[src/rtl/store_pkg.sv]
// Shared types and encodings for the store commit stage.
// State enum, store size encodings and default exception numbers.
package store_pkg;

    typedef enum logic [1:0] {
        EMPTY = 2'd0,
        ISSUE = 2'd1,
        DRAIN = 2'd2,
        DONE  = 2'd3
    } state_t;

    localparam logic [1:0] SIZE_BYTE    = 2'd0;
    localparam logic [1:0] SIZE_HALF    = 2'd1;
    localparam logic [1:0] SIZE_WORD    = 2'd2;
    localparam logic [1:0] SIZE_ILLEGAL = 2'd3;

    localparam logic [5:0] EXC_STORE_MISALIGNED = 6'd6;
    localparam logic [5:0] EXC_STORE_FAULT      = 6'd7;

endpackage

[src/rtl/store_commit_if.sv]
// Word-wide data-memory write port between the store commit stage and memory.
interface store_commit_if;

    logic        mem_req;
    logic [31:0] mem_addr;
    logic [31:0] mem_wdata;
    logic [3:0]  mem_wstrb;
    logic        mem_ack;
    logic        mem_err;

    modport master (
        output mem_req, mem_addr, mem_wdata, mem_wstrb,
        input  mem_ack, mem_err
    );

    modport slave (
        input  mem_req, mem_addr, mem_wdata, mem_wstrb,
        output mem_ack, mem_err
    );

endinterface

[src/rtl/store_lane_align.sv]
// Places a byte/half/word store value onto the 32-bit bus lanes and
// produces the matching byte strobes plus an alignment/size legality flag.
module store_lane_align
    import store_pkg::*;
(
    input  logic [1:0]  addr_lo,
    input  logic [1:0]  size,
    input  logic [31:0] val,
    output logic [31:0] wdata,
    output logic [3:0]  wstrb,
    output logic        misaligned
);

    always_comb begin
        wdata      = val;
        wstrb      = 4'b0000;
        misaligned = 1'b0;
        case (size)
            SIZE_BYTE: begin
                wdata = {4{val[7:0]}};
                wstrb = 4'b0001 << addr_lo;
            end
            SIZE_HALF: begin
                wdata      = {2{val[15:0]}};
                wstrb      = 4'b0011 << addr_lo;
                misaligned = addr_lo[0];
            end
            SIZE_WORD: begin
                wstrb      = 4'b1111;
                misaligned = (addr_lo != 2'b00);
            end
            default: misaligned = 1'b1;
        endcase
    end

endmodule

[src/rtl/store_commit.sv]
// Store commit stage: accepts one execute result at a time, performs the
// data-memory write for legal stores and forwards results to writeback.
module store_commit
    import store_pkg::*;
#(
    parameter int         ACK_TIMEOUT          = 255,
    parameter logic [5:0] STORE_MISALIGNED_EXC = EXC_STORE_MISALIGNED,
    parameter logic [5:0] STORE_FAULT_EXC      = EXC_STORE_FAULT
) (
    input  logic        clk,
    input  logic        reset,
    input  logic        flush,

    input  logic        ex_valid,
    output logic        ex_stall,
    input  logic [4:0]  ex_rd,
    input  logic [31:0] ex_rd_val,
    input  logic [31:0] ex_inst_pc,
    input  logic [31:0] ex_jump_pc,
    input  logic        ex_jump,
    input  logic [5:0]  ex_exception_num,
    input  logic [31:0] ex_exception_val,
    input  logic        ex_exception_valid,
    input  logic [31:0] ex_store_addr,
    input  logic [31:0] ex_store_val,
    input  logic [1:0]  ex_store_size,
    input  logic        ex_store_valid,

    store_commit_if.master mem,

    output logic        valid,
    input  logic        stall,
    output logic [4:0]  rd_out,
    output logic [31:0] rd_val_out,
    output logic [31:0] inst_pc_out,
    output logic [31:0] jump_pc_out,
    output logic        jump_out,
    output logic [5:0]  exception_num_out,
    output logic [31:0] exception_val_out,
    output logic        exception_valid_out
);

    localparam int CW = (ACK_TIMEOUT > 1) ? $clog2(ACK_TIMEOUT) : 1;

    state_t         state;
    logic [CW-1:0]  ack_cnt;
    logic [31:0]    store_addr_q;

    logic [31:0]    lane_wdata;
    logic [3:0]     lane_wstrb;
    logic           lane_misaligned;
    logic           accept;
    logic           store_go;
    logic           store_bad;
    logic           timeout_hit;

    store_lane_align u_lane_align (
        .addr_lo    (ex_store_addr[1:0]),
        .size       (ex_store_size),
        .val        (ex_store_val),
        .wdata      (lane_wdata),
        .wstrb      (lane_wstrb),
        .misaligned (lane_misaligned)
    );

    assign accept      = ex_valid && !flush && ((state == EMPTY) || (state == DONE && !stall));
    assign ex_stall    = (state == ISSUE) || (state == DRAIN) || (state == DONE && stall);
    assign store_go    = ex_store_valid && !ex_exception_valid && !lane_misaligned;
    assign store_bad   = ex_store_valid && !ex_exception_valid && lane_misaligned;
    // The counter reads ACK_TIMEOUT-1 during the last cycle the request may stay up.
    assign timeout_hit = (ACK_TIMEOUT != 0) && (ack_cnt == CW'(ACK_TIMEOUT - 1));

    always_ff @(posedge clk or negedge reset) begin
        if (!reset) begin
            state               <= EMPTY;
            valid               <= 1'b0;
            mem.mem_req         <= 1'b0;
            mem.mem_addr        <= '0;
            mem.mem_wdata       <= '0;
            mem.mem_wstrb       <= '0;
            ack_cnt             <= '0;
            store_addr_q        <= '0;
            rd_out              <= '0;
            rd_val_out          <= '0;
            inst_pc_out         <= '0;
            jump_pc_out         <= '0;
            jump_out            <= 1'b0;
            exception_num_out   <= '0;
            exception_val_out   <= '0;
            exception_valid_out <= 1'b0;
        end else begin
            case (state)
                EMPTY, DONE: begin
                    if (accept) begin
                        rd_out              <= ex_rd;
                        rd_val_out          <= ex_rd_val;
                        inst_pc_out         <= ex_inst_pc;
                        jump_pc_out         <= ex_jump_pc;
                        jump_out            <= ex_jump;
                        exception_num_out   <= ex_exception_num;
                        exception_val_out   <= ex_exception_val;
                        exception_valid_out <= ex_exception_valid;
                        store_addr_q        <= ex_store_addr;
                        ack_cnt             <= '0;
                        if (store_go) begin
                            state         <= ISSUE;
                            valid         <= 1'b0;
                            mem.mem_req   <= 1'b1;
                            mem.mem_addr  <= {ex_store_addr[31:2], 2'b00};
                            mem.mem_wdata <= lane_wdata;
                            mem.mem_wstrb <= lane_wstrb;
                        end else begin
                            state <= DONE;
                            valid <= 1'b1;
                            if (store_bad) begin
                                exception_valid_out <= 1'b1;
                                exception_num_out   <= STORE_MISALIGNED_EXC;
                                exception_val_out   <= ex_store_addr;
                            end
                        end
                    end else if (flush || (state == DONE && !stall)) begin
                        state <= EMPTY;
                        valid <= 1'b0;
                    end
                end
                // A killed entry still waits for its bus transaction to end.
                ISSUE, DRAIN: begin
                    if (mem.mem_ack || timeout_hit) begin
                        mem.mem_req <= 1'b0;
                        if (flush || state == DRAIN) begin
                            state <= EMPTY;
                            valid <= 1'b0;
                        end else begin
                            state <= DONE;
                            valid <= 1'b1;
                            if (!mem.mem_ack || mem.mem_err) begin
                                exception_valid_out <= 1'b1;
                                exception_num_out   <= STORE_FAULT_EXC;
                                exception_val_out   <= store_addr_q;
                            end
                        end
                    end else begin
                        ack_cnt <= ack_cnt + CW'(1);
                        if (flush) begin
                            state <= DRAIN;
                        end
                    end
                end
                default: state <= EMPTY;
            endcase
        end
    end

endmodule

[src/flat_wrapper.sv]
// flat-port wrapper written by rule: the top's interface ports become plain ports
module store_commit_flat import store_pkg::*;
#(
    parameter int         ACK_TIMEOUT          = 255,
    parameter logic [5:0] STORE_MISALIGNED_EXC = EXC_STORE_MISALIGNED,
    parameter logic [5:0] STORE_FAULT_EXC      = EXC_STORE_FAULT
)
  (clk, reset, flush, ex_valid, ex_stall, ex_rd, ex_rd_val, ex_inst_pc, ex_jump_pc, ex_jump, ex_exception_num, ex_exception_val, ex_exception_valid, ex_store_addr, ex_store_val, ex_store_size, ex_store_valid, valid, stall, rd_out, rd_val_out, inst_pc_out, jump_pc_out, jump_out, exception_num_out, exception_val_out, exception_valid_out, mem_mem_req, mem_mem_addr, mem_mem_wdata, mem_mem_wstrb, mem_mem_ack, mem_mem_err);
  store_commit_if mem_i ();
  input  logic clk;
  input  logic reset;
  input  logic flush;
  input  logic ex_valid;
  output logic ex_stall;
  input  logic [4:0] ex_rd;
  input  logic [31:0] ex_rd_val;
  input  logic [31:0] ex_inst_pc;
  input  logic [31:0] ex_jump_pc;
  input  logic ex_jump;
  input  logic [5:0] ex_exception_num;
  input  logic [31:0] ex_exception_val;
  input  logic ex_exception_valid;
  input  logic [31:0] ex_store_addr;
  input  logic [31:0] ex_store_val;
  input  logic [1:0] ex_store_size;
  input  logic ex_store_valid;
  output logic valid;
  input  logic stall;
  output logic [4:0] rd_out;
  output logic [31:0] rd_val_out;
  output logic [31:0] inst_pc_out;
  output logic [31:0] jump_pc_out;
  output logic jump_out;
  output logic [5:0] exception_num_out;
  output logic [31:0] exception_val_out;
  output logic exception_valid_out;
  output wire logic [$bits(mem_i.mem_req)-1:0] mem_mem_req;
  output wire logic [$bits(mem_i.mem_addr)-1:0] mem_mem_addr;
  output wire logic [$bits(mem_i.mem_wdata)-1:0] mem_mem_wdata;
  output wire logic [$bits(mem_i.mem_wstrb)-1:0] mem_mem_wstrb;
  input wire logic [$bits(mem_i.mem_ack)-1:0] mem_mem_ack;
  input wire logic [$bits(mem_i.mem_err)-1:0] mem_mem_err;
  assign mem_mem_req = mem_i.mem_req;
  assign mem_mem_addr = mem_i.mem_addr;
  assign mem_mem_wdata = mem_i.mem_wdata;
  assign mem_mem_wstrb = mem_i.mem_wstrb;
  assign mem_i.mem_ack = mem_mem_ack;
  assign mem_i.mem_err = mem_mem_err;
  store_commit #(.ACK_TIMEOUT(ACK_TIMEOUT), .STORE_MISALIGNED_EXC(STORE_MISALIGNED_EXC), .STORE_FAULT_EXC(STORE_FAULT_EXC)) u_core (.clk(clk), .reset(reset), .flush(flush), .ex_valid(ex_valid), .ex_stall(ex_stall), .ex_rd(ex_rd), .ex_rd_val(ex_rd_val), .ex_inst_pc(ex_inst_pc), .ex_jump_pc(ex_jump_pc), .ex_jump(ex_jump), .ex_exception_num(ex_exception_num), .ex_exception_val(ex_exception_val), .ex_exception_valid(ex_exception_valid), .ex_store_addr(ex_store_addr), .ex_store_val(ex_store_val), .ex_store_size(ex_store_size), .ex_store_valid(ex_store_valid), .mem(mem_i), .valid(valid), .stall(stall), .rd_out(rd_out), .rd_val_out(rd_val_out), .inst_pc_out(inst_pc_out), .jump_pc_out(jump_pc_out), .jump_out(jump_out), .exception_num_out(exception_num_out), .exception_val_out(exception_val_out), .exception_valid_out(exception_valid_out));
endmodule
[config.mk]
export PLATFORM = sky130hd
export DESIGN_NAME = store_commit_flat
export DESIGN_NICKNAME = d
export VERILOG_FILES = /design/src/rtl/store_pkg.sv /design/src/rtl/store_commit_if.sv /design/src/rtl/store_lane_align.sv /design/src/rtl/store_commit.sv /design/src/flat_wrapper.sv
export SDC_FILE = /design/constraint.sdc
export NUM_CORES = 1
export LEC_CHECK = 0
export ABC_AREA = 0
export CAP_MARGIN = 40
export CORE_MARGIN = 10
export CORE_UTILIZATION = 45
export CTS_BUF_LIST = sky130_fd_sc_hd__clkbuf_4 sky130_fd_sc_hd__clkbuf_8
export DETAILED_ROUTE_END_ITERATION = 12
export HOLD_SLACK_MARGIN = 0.02
export PLACE_DENSITY = 0.82
export SYNTH_ARGS = -nofsm -noshare
export SYNTH_HDL_FRONTEND = slang
export SYNTH_SLANG_ARGS = --single-unit
export TNS_END_PERCENT = 100
[constraint.sdc]
create_clock -name clk -period 2.8 [get_ports clk]
set_clock_uncertainty 0.2 [all_clocks]
set_input_delay 0.7 -clock clk [delete_from_list [all_inputs] [get_ports clk]]
set_output_delay 0.7 -clock clk [all_outputs]
set_load 0.1 [all_outputs]
### After elaboration in Yosys (flattened, before gate mapping)

Index checks and enable logic that the tools add are counted.
Widths: inputs -> output; s select.

| storage, ports and cells | value |
|---|---|
| flip-flop bits (word level) | 251 |
| input bits | 215 |
| word-level logic and storage cells | 108 |

| operators by class | value |
|---|---|
| $add $sub $neg | 1 |
| equal/unequal tests | 14 |
| shift-type cells | 2 |
| muxes and demuxes | 44 |
| reductions and logical operators | 31 |

Operators by type and width:

| operator | count |
|---|---|
| $mux 32 | 6 |
| $pmux 32 s2 | 2 |
| $mux 6 | 6 |
| $mux 8 | 2 |
| $pmux 8 s2 | 1 |
| $mux 1 | 14 |
| $mux 2 | 6 |
| $pmux 4 s3 | 1 |
| $pmux 6 s2 | 1 |
| $add 8x1->8 const B | 1 |
| $eq 8x8->1 const B | 1 |
| $ne 2x1->1 const B | 4 |
| $reduce_and 2->1 | 4 |
| $logic_and 1x1->1 | 7 |
| $logic_or 1x1->1 | 7 |
| $eq 2x2->1 const B | 3 |
| $pmux 1 s2 | 3 |
| $reduce_and 3->1 | 2 |
| $logic_not 1->1 | 5 |
| $eq 2x1->1 const B | 2 |
| $logic_not 2->1 | 2 |
| $ne 2x2->1 const B | 2 |
| $pmux 2 s2 | 1 |
| $reduce_and 4->1 | 1 |
| other kinds (7) | 8 |

### Depth between registers and ports, before layout

| logic depth | value |
|---|---|
| depth after elaboration | 7 |
| mapped depth | 10 |
| depth with buffers taken out | 6 |

### Hierarchy

A second synthesis with hierarchy kept.

| unflattened totals | value |
|---|---|
| cell total of the unflattened synthesis | 1059 |
| area, all modules | 10994.3 um2 |

By module, submodules not included:

| module | times used | cells an instance | area an instance (um2) |
|---|---|---|---|
| store_commit | 1 | 993 | 10380.0 |
| store_lane_align | 1 | 66 | 614.3 |

### Least setup slack after synthesis

Ideal clock, no wire load.

| path | value |
|---|---|
| kind | reg2out |
| start | register u_core.state[0] |
| end | output port ex_stall |
| arrival time | 2.099 ns |
| data required time | 1.900 ns |
| slack | -0.199 ns |
| stages on the path, launching flop included | 7 |
| cell sequence | dfrtp_1 > inv_1 > ha_1 > clkbuf_1 > clkinv_1 > clkbuf_1 > nand2_1 |

| on the way | value |
|---|---|
| longest elaborated chain between the ends | 3 |
| elaborated cells on any way between the ends | 6 |

Ends and longest elaborated chain:

| what | line | source |
|---|---|---|
| from (decl) | store_commit.sv:45 | `state_t state;` |
| from (signal assigned) | store_commit.sv:75 | `state <= EMPTY;` |
| from (signal assigned) | store_commit.sv:106 | `state <= ISSUE;` |
| from (signal assigned) | store_commit.sv:113 | `state <= DONE;` |
| $eq 2x1->1 or $eq 2x2->1 (tied branches) | store_commit.sv:67 | `assign ex_stall = (state == ISSUE) \|\| (state == DRAIN) \|\| (state == DONE && stall);` |
| $logic_or 1x1->1 or $logic_and 1x1->1 (tied branches) | store_commit.sv:67 |  |
| $logic_or 1x1->1 (*) | store_commit.sv:67 |  |
| to (decl) | flat_wrapper.sv:14 | `output logic ex_stall;` |

Mark *: on every way between the ends. The rest lies on a longest branch, timed or not.

### Final worst setup path

| path | value |
|---|---|
| start | register u_core.state[1] |
| end | output port ex_stall |

The elaborated chain is that of the path after synthesis.

==> flow_summary_export.csv <==
group,metric,value,unit
global_route,grt_pass1_wl,60510,µm
drt,wirelength,39690,µm
die,core-area,0.02432,mm²
placement,port_buffers,424,
die,start_util,0.4562,
placement,dp_hpwl,29080,µm
sta,max_slew_margin,0.6511,
sta,fmax,0.3716,GHz
drt,dr.first_iter.drc_count,752,
setup_path,endpoint,"ex_stall",
setup_path,crit_type,"flip-flop to output pin",
synth,avgSynthCellArea,9.960,µm²
setup_path,cp_num_buf_inv,3,
drt,routed_via_density,5.259,
placement,dpl.cell_count,1823,
drt,vias,10020,
drt,wl_per_cell,20.83,µm
setup_path,required,1.90,ns
clock_network,clk_pin_slew_worst_paths,0.06,ns
synth,synth-seq-area-share,0.5661,
finish,fin_nets,1766,
drt,drtPass1Iterations,5,
global_route,antenna_found_initial,3,
placement,routabilityCongestion,0.8768,
status,status,"complete, no violations",
synth,async_flop_share,1.000,
synth,synthesis.instances,1114,
sta,slew_viol_final,0,
clock_network,cts_tree,"yes",
drt,antenna_left,0,
sta,period_share,0.9610,
synth,synth-edff-count,0,
setup_path,worstSetupEndpointType,"output pin",
global_route,grt_max_degree,84,
synth,synth_area,0.01110,mm²
synth,dominantRegCellSynth,"dfrtp_1",
setup_path,r2r-end,"u_core.mem.mem_wdata[4]",
setup_path,cp_max_fo,7,
finish,final_common_cell,"nand2_1",
setup_path,worstPathArrival,1.79,ns
global_route,overflow,0,
synth,synth.distinct_cells,49,
setup_path,reg2reg_from,"u_core.state[1]",
setup_path,worstSetupStartpoint,"u_core.state[1]",
sta,setup_violations,0,
worst_hold_path,holdPathStages,2,
finish,instances_no_fill,1905,
die,design.portCount,427,
global_route,grtUsageTotal,0.2442,
worst_hold_path,hp-class,"flip-flop to flip-flop",
synth,yosysWarnings,0,
clock_network,ctsLongestPathBuffers,3,
sta,timing.hold.ws,0.2747,ns
sta,worstMarginPinSlew,0.5102,ns
setup_path,reg2reg_depth,7,
finish,layout-drive-gt1-share,0.2427,
clock_network,clock-sinks,251,
setup_path,worst_path_dominant_cell_family,"adder cells",
setup_path,crit_path_cell_trace,"inv_1 -> ha_2 -> clkinv_1 -> nand2_2 -> buf_12",
finish,final_cell_mix,"nand2_1, dfrtp_1, buf_4, clkdlybuf4s50_1, mux2i_1",
die,die_x,177.0,µm
flow_run,maxCapViolCount,0,
die,die-area,0.03134,mm²
finish,area_growth,47.25,%
setup_path,start_kind,"flip-flop",
sta,hold_viol,0,
clock_network,clock_latency,0.55,ns
setup_path,r2r_slack,0.36,ns
setup_path,slowest_stage,"ha_2",
clock_network,numCtsBuffers,44,
die,std_cell_rows,57,
setup_path,cp_num_cells,5,
clock_network,htreeDepth,2,
finish,fin_util,0.6718,
die,dieHeight,177.0,µm
global_route,grt_pass1_vias,10530,
clock_network,clockRootBuffer,"clkbuf_8",
sta,rsz0062_at_grt,"false",
setup_path,crit_path_max_incr_delay,0.40,ns
sta,post-route-min-period,2.691,ns
synth,ys_ff_latch,251,
drt,drc,0,
-- worst min-delay path by stage --
stage	start	end	slack [ns]
2_1_floorplan	reset	u_core.ack_cnt[0]	0.20
3_3_place_gp	u_core.store_addr_q[3]	u_core.store_addr_q[3]	0.26
6_report	u_core.rd_val_out[22]	u_core.rd_val_out[22]	0.27
3_5_place_dp	u_core.jump_pc_out[10]	u_core.jump_pc_out[10]	0.26
4_1_cts	u_core.inst_pc_out[29]	u_core.inst_pc_out[29]	0.28
5_1_grt	u_core.inst_pc_out[2]	u_core.inst_pc_out[2]	0.29
-- sequential cells by signal (all words and copies together) (netlist names), 2 cells and up --
signal,count
u_core.mem.mem_wdata,32
u_core.exception_val_out,32
u_core.state,2
u_core.rd_out,5
u_core.jump_pc_out,32
u_core.rd_val_out,32
u_core.mem.mem_addr,30
u_core.ack_cnt,8
u_core.inst_pc_out,32
u_core.store_addr_q,32
u_core.exception_num_out,6
u_core.mem.mem_wstrb,4
-- stage by stage --
stage / cell area (µm²) / setup slack, ns / setup TNS [ns]
2_1_floorplan: 11100 / 0.05208 / 0
3_3_place_gp: 15400 / -0.1082 / -4.400
3_5_place_dp: 15400 / -0.1398 / -5.114
4_1_cts: 16330 / 0.008091 / 0
5_1_grt: 16340 / 0.01422 / 0
6_report: 16340 / 0.1093 / 0
-- layout make-up --
class,count,area [µm²]
Fill cell,1839,7981
Sequential cell,251,6281
Multi-Input combinational cell,747,4350
Timing Repair Buffer,467,4249
Clock buffer,66,820.8
Tap cell,324,405.4
Inverter,35,131.4
Clock inverter,12,92.59
Antenna cell,3,7.507
-- synthesized netlist by cell type, drive strengths merged, types with 3 or more instances --
cell	n	area, µm²
o22ai	30	187.7
ha	5	62.56
a21o	3	22.52
mux2	55	619.3
nand2b	3	18.77
nor2b	3	18.77
dfrtp	251	6281
o31ai	3	22.52
a41o	30	300.3
nor2	7	26.28
or3	3	18.77
o211ai	3	22.52
a2bb2oi	3	26.28
o31a	31	271.5
nand3	5	25.02
nor3	3	15.01
a22o	3	26.28
a21oi	35	186.4
a31oi	5	31.28
clkbuf	60	225.2
inv	34	127.6
nand2	420	1577
mux2i	56	560.5
buf	22	151.4
o21ai	17	85.08
o22a	3	26.28
-- cells by family (layout without fill, tap and decap cells) --
group           count (synthesis)  count (layout)  synth area share
simple gates                  452             452            0.1582
flops                         251             251            0.5661
compound gates                174             174            0.1152
buf+inv                       117             580           0.04578
mux                           111             111            0.1063
fa+ha+maj                       5               5          0.005638
xor+xnor                        3               3          0.002368
other cells                     1               5         0.0003380
-- worst min-delay path: stages (launching register included) --
cell,delay (ns)
dfrtp_1,0.34
nand2_1,0.05
nand2_1,0.05
-- what timing repair did --
action,4_1_cts,5_1_grt
hold buffers,1,0
endpoints found under the setup margin,0,1
gates resized for setup,0,1
buffers inserted,0,0
endpoints found under the hold margin,35,0
-- routing by layer --
metal / GRT usage / share of wire
met4: 0.09387 / 0.035
met3: 0.08918 / 0.10
met2: 0.4120 / 0.50
met1: 0.2769 / 0.36
met5: 0 / 0
Power is not shown: default switching activity piles up to over one toggle a cycle in this logic, so the estimate is an artifact.
